**src/rtl/mem_ctrl.sv**
```systemverilog
// LC-3b memory access controller: arbitrates fetch vs. data requests and
// sequences fixed-latency accesses to the byte-lane memory array.
module mem_ctrl #(
  parameter int LATENCY = 4
) (
  input  logic        clk,
  input  logic        rst,
  input  logic        i_req,
  input  logic [15:0] i_addr,
  output logic        i_rdy,
  input  logic        d_req,
  input  logic        d_we,
  input  logic        d_byte,
  input  logic [15:0] d_addr,
  input  logic [15:0] d_wdata,
  output logic        d_rdy,
  output logic [15:0] rdata,
  output logic        busy,
  output logic        mem_en,
  output logic [15:0] mem_addr,
  output logic        mem_we1,
  output logic        mem_we0,
  output logic [15:0] mem_wdata,
  input  logic [15:0] mem_rdata
);

  typedef enum logic [1:0] {IDLE, ACCESS, DONE} state_t;

  localparam logic [3:0] CNT_INIT = 4'(LATENCY - 1);

  state_t      state, state_n;
  logic [3:0]  cnt, cnt_n;
  logic        own_d, own_d_n;
  logic        r_we, r_we_n;
  logic        r_byte, r_byte_n;
  logic [15:0] r_addr, r_addr_n;
  logic [15:0] r_wd, r_wd_n;
  logic [15:0] rdata_n;
  logic        en_n, we1_n, we0_n;
  logic [15:0] maddr_n, mwd_n;
  logic        i_rdy_n, d_rdy_n;

  always_comb begin
    state_n  = state;
    cnt_n    = cnt;
    own_d_n  = own_d;
    r_we_n   = r_we;
    r_byte_n = r_byte;
    r_addr_n = r_addr;
    r_wd_n   = r_wd;
    rdata_n  = rdata;
    i_rdy_n  = 1'b0;
    d_rdy_n  = 1'b0;
    en_n     = 1'b0;
    we1_n    = 1'b0;
    we0_n    = 1'b0;
    maddr_n  = '0;
    mwd_n    = '0;
    unique case (state)
      IDLE: begin
        // data port has fixed priority over fetch
        if (d_req) begin
          own_d_n  = 1'b1;
          r_addr_n = d_addr;
          r_we_n   = d_we;
          r_byte_n = d_byte;
          r_wd_n   = d_wdata;
          state_n  = ACCESS;
          cnt_n    = CNT_INIT;
        end else if (i_req) begin
          own_d_n  = 1'b0;
          r_addr_n = i_addr;
          r_we_n   = 1'b0;
          r_byte_n = 1'b0;
          r_wd_n   = '0;
          state_n  = ACCESS;
          cnt_n    = CNT_INIT;
        end
      end
      ACCESS: begin
        if (cnt == 4'd0) begin
          state_n = DONE;
          if (r_byte && !r_we)
            rdata_n = {8'h00, r_addr[0] ? mem_rdata[15:8]
                                        : mem_rdata[7:0]};
          else
            rdata_n = mem_rdata;
          i_rdy_n = !own_d;
          d_rdy_n = own_d;
        end else begin
          cnt_n = cnt - 4'd1;
        end
      end
      DONE: begin
        state_n = IDLE;
      end
      default: begin
        state_n = IDLE;
      end
    endcase
    // memory-side outputs are registered from the next-state view
    if (state_n == ACCESS) begin
      en_n    = 1'b1;
      maddr_n = {r_addr_n[15:1], 1'b0};
      we1_n   = r_we_n && (!r_byte_n || r_addr_n[0]);
      we0_n   = r_we_n && (!r_byte_n || !r_addr_n[0]);
      if (r_we_n)
        mwd_n = r_byte_n ? {r_wd_n[7:0], r_wd_n[7:0]} : r_wd_n;
    end
  end

  always_ff @(posedge clk or posedge rst) begin
    if (rst) begin
      state     <= IDLE;
      cnt       <= '0;
      own_d     <= 1'b0;
      r_we      <= 1'b0;
      r_byte    <= 1'b0;
      r_addr    <= '0;
      r_wd      <= '0;
      rdata     <= '0;
      i_rdy     <= 1'b0;
      d_rdy     <= 1'b0;
      mem_en    <= 1'b0;
      mem_addr  <= '0;
      mem_we1   <= 1'b0;
      mem_we0   <= 1'b0;
      mem_wdata <= '0;
    end else begin
      state     <= state_n;
      cnt       <= cnt_n;
      own_d     <= own_d_n;
      r_we      <= r_we_n;
      r_byte    <= r_byte_n;
      r_addr    <= r_addr_n;
      r_wd      <= r_wd_n;
      rdata     <= rdata_n;
      i_rdy     <= i_rdy_n;
      d_rdy     <= d_rdy_n;
      mem_en    <= en_n;
      mem_addr  <= maddr_n;
      mem_we1   <= we1_n;
      mem_we0   <= we0_n;
      mem_wdata <= mwd_n;
    end
  end

  assign busy = (state != IDLE);

endmodule

```
**config.mk**
```make
export PLATFORM = sky130hd
export DESIGN_NAME = mem_ctrl
export DESIGN_NICKNAME = d
export VERILOG_FILES = /design/src/rtl/mem_ctrl.sv
export SDC_FILE = /design/constraint.sdc
export NUM_CORES = 1
export LEC_CHECK = 0
export CAP_MARGIN = 10
export CORE_MARGIN = 2
export CORE_UTILIZATION = 50
export CTS_BUF_LIST = sky130_fd_sc_hd__clkbuf_4
export CTS_CLUSTER_DIAMETER = 60
export DETAILED_ROUTE_END_ITERATION = 16
export PLACE_DENSITY = 0.85
export SLEW_MARGIN = 20
export SYNTH_ARGS = -nofsm -noshare
export SYNTH_HDL_FRONTEND = slang
export SYNTH_SLANG_ARGS = --single-unit
export TNS_END_PERCENT = 100
```
**constraint.sdc**
```tcl
create_clock -name clk -period 5.5 [get_ports clk]
set_input_delay 0.55 -clock clk [delete_from_list [all_inputs] [get_ports clk]]
set_output_delay 0.55 -clock clk [all_outputs]
set_load 0.02 [all_outputs]
```
==> run_results.csv, run 1 <==
group,metric,value,unit
run_status,status,"complete, no violations",
worst_setup_path,critPathRequiredTime,4.95,ns
logic_synthesis,synth_top_area_share,59.6,%
logic_synthesis,synth_edf_count,0,
grt,grt_pass1_wl,15600,µm
floorplan,ios,124,
logic_synthesis,yosysTopAreaCell,"dfrtp_1",
route,drtIter0Drc,223,
floorplan,fp.coreArea,7650,µm²
floorplan,dieArea,8540,µm²
power,leakagePower,2.34,nW
worst_setup_path,worstPathMaxFanout,29,
route,routed_wl,9520,µm
timing,slew_violations,0,
timing,slew_headroom,28.3,%
logic_synthesis,synth_commonest_cells,"dfrtp_1 (93), a21oi_1 (40), nand2_1 (30), nor2_1 (24), o21ai_0 (17)",
timing,setup-violations-final,0,
clock_tree,clk_latency,0.45,ns
clock_tree,hold_buffers,0,
timing,skew,0.0219,ns
layout,areaGrowthSynthToFinish,35.4,%
clock_tree,cts_tree,"yes",
route,drc,0,
hold_path,hold_path_class,"in -> async",
timing,hold_violations,0,
placed_design,hpwl,6810,µm
timing,fin_crit,3.01,ns
logic_synthesis,synth_area_leaders,"dfrtp_1 (60%), a21oi_1 (5.1%), nand2_1 (2.9%)",
logic_synthesis,yosysWarnings,0,
clock_tree,root_buffer,"clkbuf_4",
logic_synthesis,synth_area_per_cell,11.2,µm²
worst_setup_path,crit_arrival,2.46,ns
timing,max_freq,332,MHz
layout,layout.nets,531,
placed_design,place_ws,2.24,ns
clock_tree,cts_resized,0,
floorplan,start_util,51.1,%
clock_tree,cts_sinks,93,
clock_tree,numCtsBuffers,9,
logic_synthesis,synth-main-ff-cell,"dfrtp_1",
floorplan,num_rows,32,
logic_synthesis,synth_nets,419,
route,post_drt_via_cell_ratio,5.59,
logic_synthesis,synth_area,3910,µm²
clock_tree,cts_setup_buffers,0,
placed_design,place_congestion,0.822,
clock_tree,clkTransAtPathRegs,0.16,ns
worst_setup_path,worstSetupPathType,"reg -> out",
logic_synthesis,syn_inst,348,
grt,globalRoute.totalOverflow,0,
clock_tree,clockBufferDepth,2,
placed_design,io_buffers,122,
timing,setup_slack,2.49,ns
route,wire_per_inst,16.8,µm
worst_setup_path,startpoint_type,"flop",
logic_synthesis,yosysSeqAreaShare,59.6,%
clock_tree,htreeDepth,3,
timing,whs,0.479,ns
grt,antenna_found_initial,0,
grt,grt.total_usage,23.3,%
timing,worst_pin_slew,1.08,ns
layout,n_antenna_cell,0,
job,max_cap_viol_count,0,
power,ir_worst_vdd,0.000243,V
route,drt_pass1_iterations,5,
layout,drive_above_1_share,9.25,%
grt,grt_max_degree,53,
route,ant_nets,0,
worst_setup_path,end_kind,"output port",
timing,rsz0062_at_grt,"false",
power,p_per_area,560,nW/µm²
timing,fin_setup_tns,0,ns
route,vias,3169,
grt,grt_pass1_vias,3188,
logic_synthesis,synthArstFlopShare,100,%
floorplan,chipWidth,92.4,µm
logic_synthesis,yosysMostFrequentCell,"dfrtp_1",
logic_synthesis,synth.ff_latch_count,93,
floorplan,die_h,92.4,µm
logic_synthesis,ys_types,44,
timing,fin_crit_sh,54.8,%
==> worst paths after layout <==
kind                           from       end  slack (ns)  cells past startpoint
setup / recovery           state[0]      busy        2.49                      3
hold / removal                  rst  rdata[2]        0.48                      2
setup reg to reg           state[0]   mem_we0        2.90                      6
hold reg to reg               own_d     i_rdy        0.49                      1
max in group asynchronous       rst    cnt[0]        3.91                      3
min in group clk              own_d     i_rdy        0.49                      1
==> routing by layer <==
| metal | up-vias | wire length, µm | global-route usage (%) |
|---|---|---|---|
| li1 | 1457 | - | - |
| met1 | 1579 | 3870 | 30.0 |
| met2 | 110 | 4910 | 39.1 |
| met3 | 23 | 403 | 2.93 |
| met4 | 0 | 328 | 11.8 |
| met5 | - | 0 | 0 |
==> power breakdown <==
part	internal (W)	switching, W
Clock	0.000150	0.000252
Sequential	0.000977	0.000152
Combinational	0.000629	0.000800
==> worst max-delay path, stage by stage, from the launching register on <==
cell and delay, ns:
dfrtp_1 0.55, nor2_4 0.59, inv_2 0.26, clkdlybuf4s50_1 0.62
==> cells by family after synthesis <==
| family | synth area share (%) |
|---|---|
| AND/OR/NAND/NOR | 11.3 |
| XOR/XNOR | 0.673 |
| AO/OA/AOI/OAI | 20.8 |
| other | 0.0960 |
| buffers and inverters | 5.25 |
| adder cells (fa/ha/maj) | 0.320 |
| flip-flops | 59.6 |
| multiplexers | 2.05 |
==> sequential cells by signal, summed over array words and instances (netlist names), 2 cells and up <==
register   cells
mem_wdata     16
r_addr        16
r_wd          16
rdata         16
mem_addr      15
cnt            4
state          2
==> cell type report <==
class,count,area (µm²)
clock buffer,9,67.6
clock inverter,7,90.1
fill,545,2360
inverter,17,65.1
multi-input combinational,215,1370
sequential,93,2330
tap,102,128
timing repair buffer,124,1240
==> stage by stage <==
step / power (W) / area (µm²) / cells / util (%)
6_report: 0.00296 / 5290 / 567 / 69.1
5_1_grt: 0.00314 / 5290 / 567 / 69.1
4_1_cts: 0.00297 / 5290 / 567 / 69.1
3_5_place_dp: 0.00257 / 5130 / 551 / 67.1
3_3_place_gp: 0.00251 / 5130 / 551 / 67.1
2_1_floorplan: 0.00204 / 3910 / 348 / -
==> cells in the final DEF, fill, tap and decap left out, types with 9 or more instances in the layout <==
cell type,n
inv_1,14
nand2_1,30
o22ai_1,12
dfrtp_1,93
a21oi_1,40
clkbuf_4,9
clkdlybuf4s50_1,122
o21ai_0,17
nor2_1,24
Note: power is estimated with default switching activity, not from simulation.
==> inputs of run 2 (changes only) <==
CORE_UTILIZATION = 43   (was 50)
PLACE_DENSITY = 0.78   (was 0.85)
clock period = 2.7 ns   (was 5.5 ns; I/O delays follow)
==> run_results.csv, run 2 (synthesized netlist as in run 1, its figures left out) <==
group,metric,value,unit
clock_tree,clkTransAtPathRegs,0.13,ns
power,leakagePower,2.38,nW
floorplan,num_rows,34,
grt,grt_max_degree,39,
floorplan,start_util,44.6,%
layout,fin_area,5360,µm²
worst_setup_path,crit_arrival,1.94,ns
placed_design,io_buffers,122,
clock_tree,cts_setup_buffers,0,
worst_setup_path,worstSetupPathType,"reg -> out",
clock_tree,cts_tree,"yes",
power,p_per_area,1150,nW/µm²
layout,layout.nets,538,
floorplan,dieArea,9860,µm²
grt,grt_pass1_wl,15500,µm
run_status,status,"complete, no violations",
layout,most-common-layout-cells,"clkdlybuf4s50_1 (122), dfrtp_1 (93), a21oi_1 (40)",
timing,worst_pin_slew,0.996,ns
layout,layout_commonest_cell,"clkdlybuf4s50_1",
clock_tree,htreeDepth,3,
route,vias,3151,
layout,fillers,729,
clock_tree,root_buffer,"clkbuf_4",
clock_tree,clk_latency,0.43,ns
timing,max_freq,452,MHz
timing,skew,0.00989,ns
floorplan,ios,124,
job,max_cap_viol_count,0,
clock_tree,numCtsBuffers,9,
layout,n_antenna_cell,0,
timing,fin_crit_sh,81.9,%
route,drt_pass1_iterations,6,
placed_design,place_congestion,0.808,
worst_setup_path,reg2reg_setup_slack,0.57,ns
power,ir_worst_vdd,0.000471,V
worst_setup_path,end_kind,"output port",
route,ant_nets,0,
timing,fin_setup_tns,0,ns
floorplan,die_h,99.3,µm
clock_tree,cts_sinks,93,
timing,slew_violations,0,
worst_setup_path,critical_path.startpoint,"state[0]",
clock_tree,cts_resized,0,
worst_setup_path,worstPathMaxFanout,11,
clock_tree,hold_buffers,0,
timing,hold_violations,0,
floorplan,fp.coreArea,8760,µm²
route,drc,0,
grt,globalRoute.totalOverflow,0,
layout,areaGrowthSynthToFinish,37.2,%
worst_setup_path,startpoint_type,"flop",
grt,grt.total_usage,19.8,%
layout,drive_above_1_share,9.98,%
route,drtIter0Drc,172,
hold_path,hold_path_class,"in -> async",
placed_design,hpwl,7160,µm
route,wire_per_inst,16.5,µm
worst_setup_path,timing.rr.end,"mem_addr[12]",
placed_design,placed_area,5190,µm²
route,routed_wl,9580,µm
timing,fin_crit,2.21,ns
grt,grt_pass1_vias,3219,
worst_setup_path,crit_end,"busy",
worst_setup_path,reg2reg_depth,6,
grt,antenna_found_initial,0,
route,post_drt_via_cell_ratio,5.44,
worst_setup_path,rr_startpoint,"cnt[0]",
floorplan,chipWidth,99.3,µm
timing,rsz0062_at_grt,"false",
worst_setup_path,critPathRequiredTime,2.43,ns
clock_tree,clockBufferDepth,2,
timing,setup-violations-final,0,
timing,slew_headroom,33.4,%
## run 2: cell count changes in the layout (fill, tap and decap cells not counted)
cell | previous run | this run
buf_4 | 2 | 9
bufinv_16 | 1 | 3
clkinv_1 | 0 | 2
clkinv_2 | 1 | 2
clkinv_4 | 1 | 0
clkinv_8 | 1 | 0
inv_6 | 4 | 0
## run 2: how the worst min path moves through the flow
stage / end / slack [ns] / cells after the start
3_3_place_gp: i_rdy / 0.44 / 1
4_1_cts: r_wd[3] / 0.21 / 2
6_report: r_wd[2] / 0.20 / 2
5_1_grt: rdata[2] / 0.25 / 2
3_5_place_dp: i_rdy / 0.46 / 1
2_1_floorplan: rdata[10] / 0.41 / 2
## run 2: routing by layer
metal	wire, µm	up-vias	part of all wire (%)	global-route usage [%]
met5	0	-	0	0
met4	126	0	1.3	6.43
met3	428	12	4.5	2.25
met2	4990	90	52	34.8
met1	4030	1578	42	25.8
li1	-	1471	-	-
## run 2: layout make-up
class | count | area [µm²] | share of cell area (%)
Multi-Input combinational cell | 215 | 1370 | 25.6
Tap cell | 108 | 135 | 2.52
Sequential cell | 93 | 2330 | 43.4
Inverter | 17 | 65.1 | 1.21
Clock buffer | 9 | 67.6 | 1.26
Clock inverter | 6 | 103 | 1.91
Timing Repair Buffer | 131 | 1290 | 24.0
## run 2: report_power, final
part / switching [W] / internal [W]
Combinational: 0.00165 / 0.00131
Clock: 0.000431 / 0.000457
Sequential: 0.000310 / 0.00199
Total: 0.00239 / 0.00376
## run 2: stage by stage
stage               power [W]  worst slack, ns  hold slack [ns]  cells  util [%]
floorplan             0.00416          0.00969            0.406    348         -
global placement      0.00518            0.447            0.437    564      59.2
detailed placement    0.00531            0.381            0.457    564      59.2
CTS                   0.00620            0.467            0.211    579      61.2
global route          0.00654            0.392            0.246    579      61.2
finish                0.00615            0.488            0.205    579      61.2
## run 2: critical path, cell delays in order (launching register included)
cell             delay, ns
dfrtp_1               0.58
nor2_4                0.07
inv_2                 0.20
clkdlybuf4s50_1       0.67
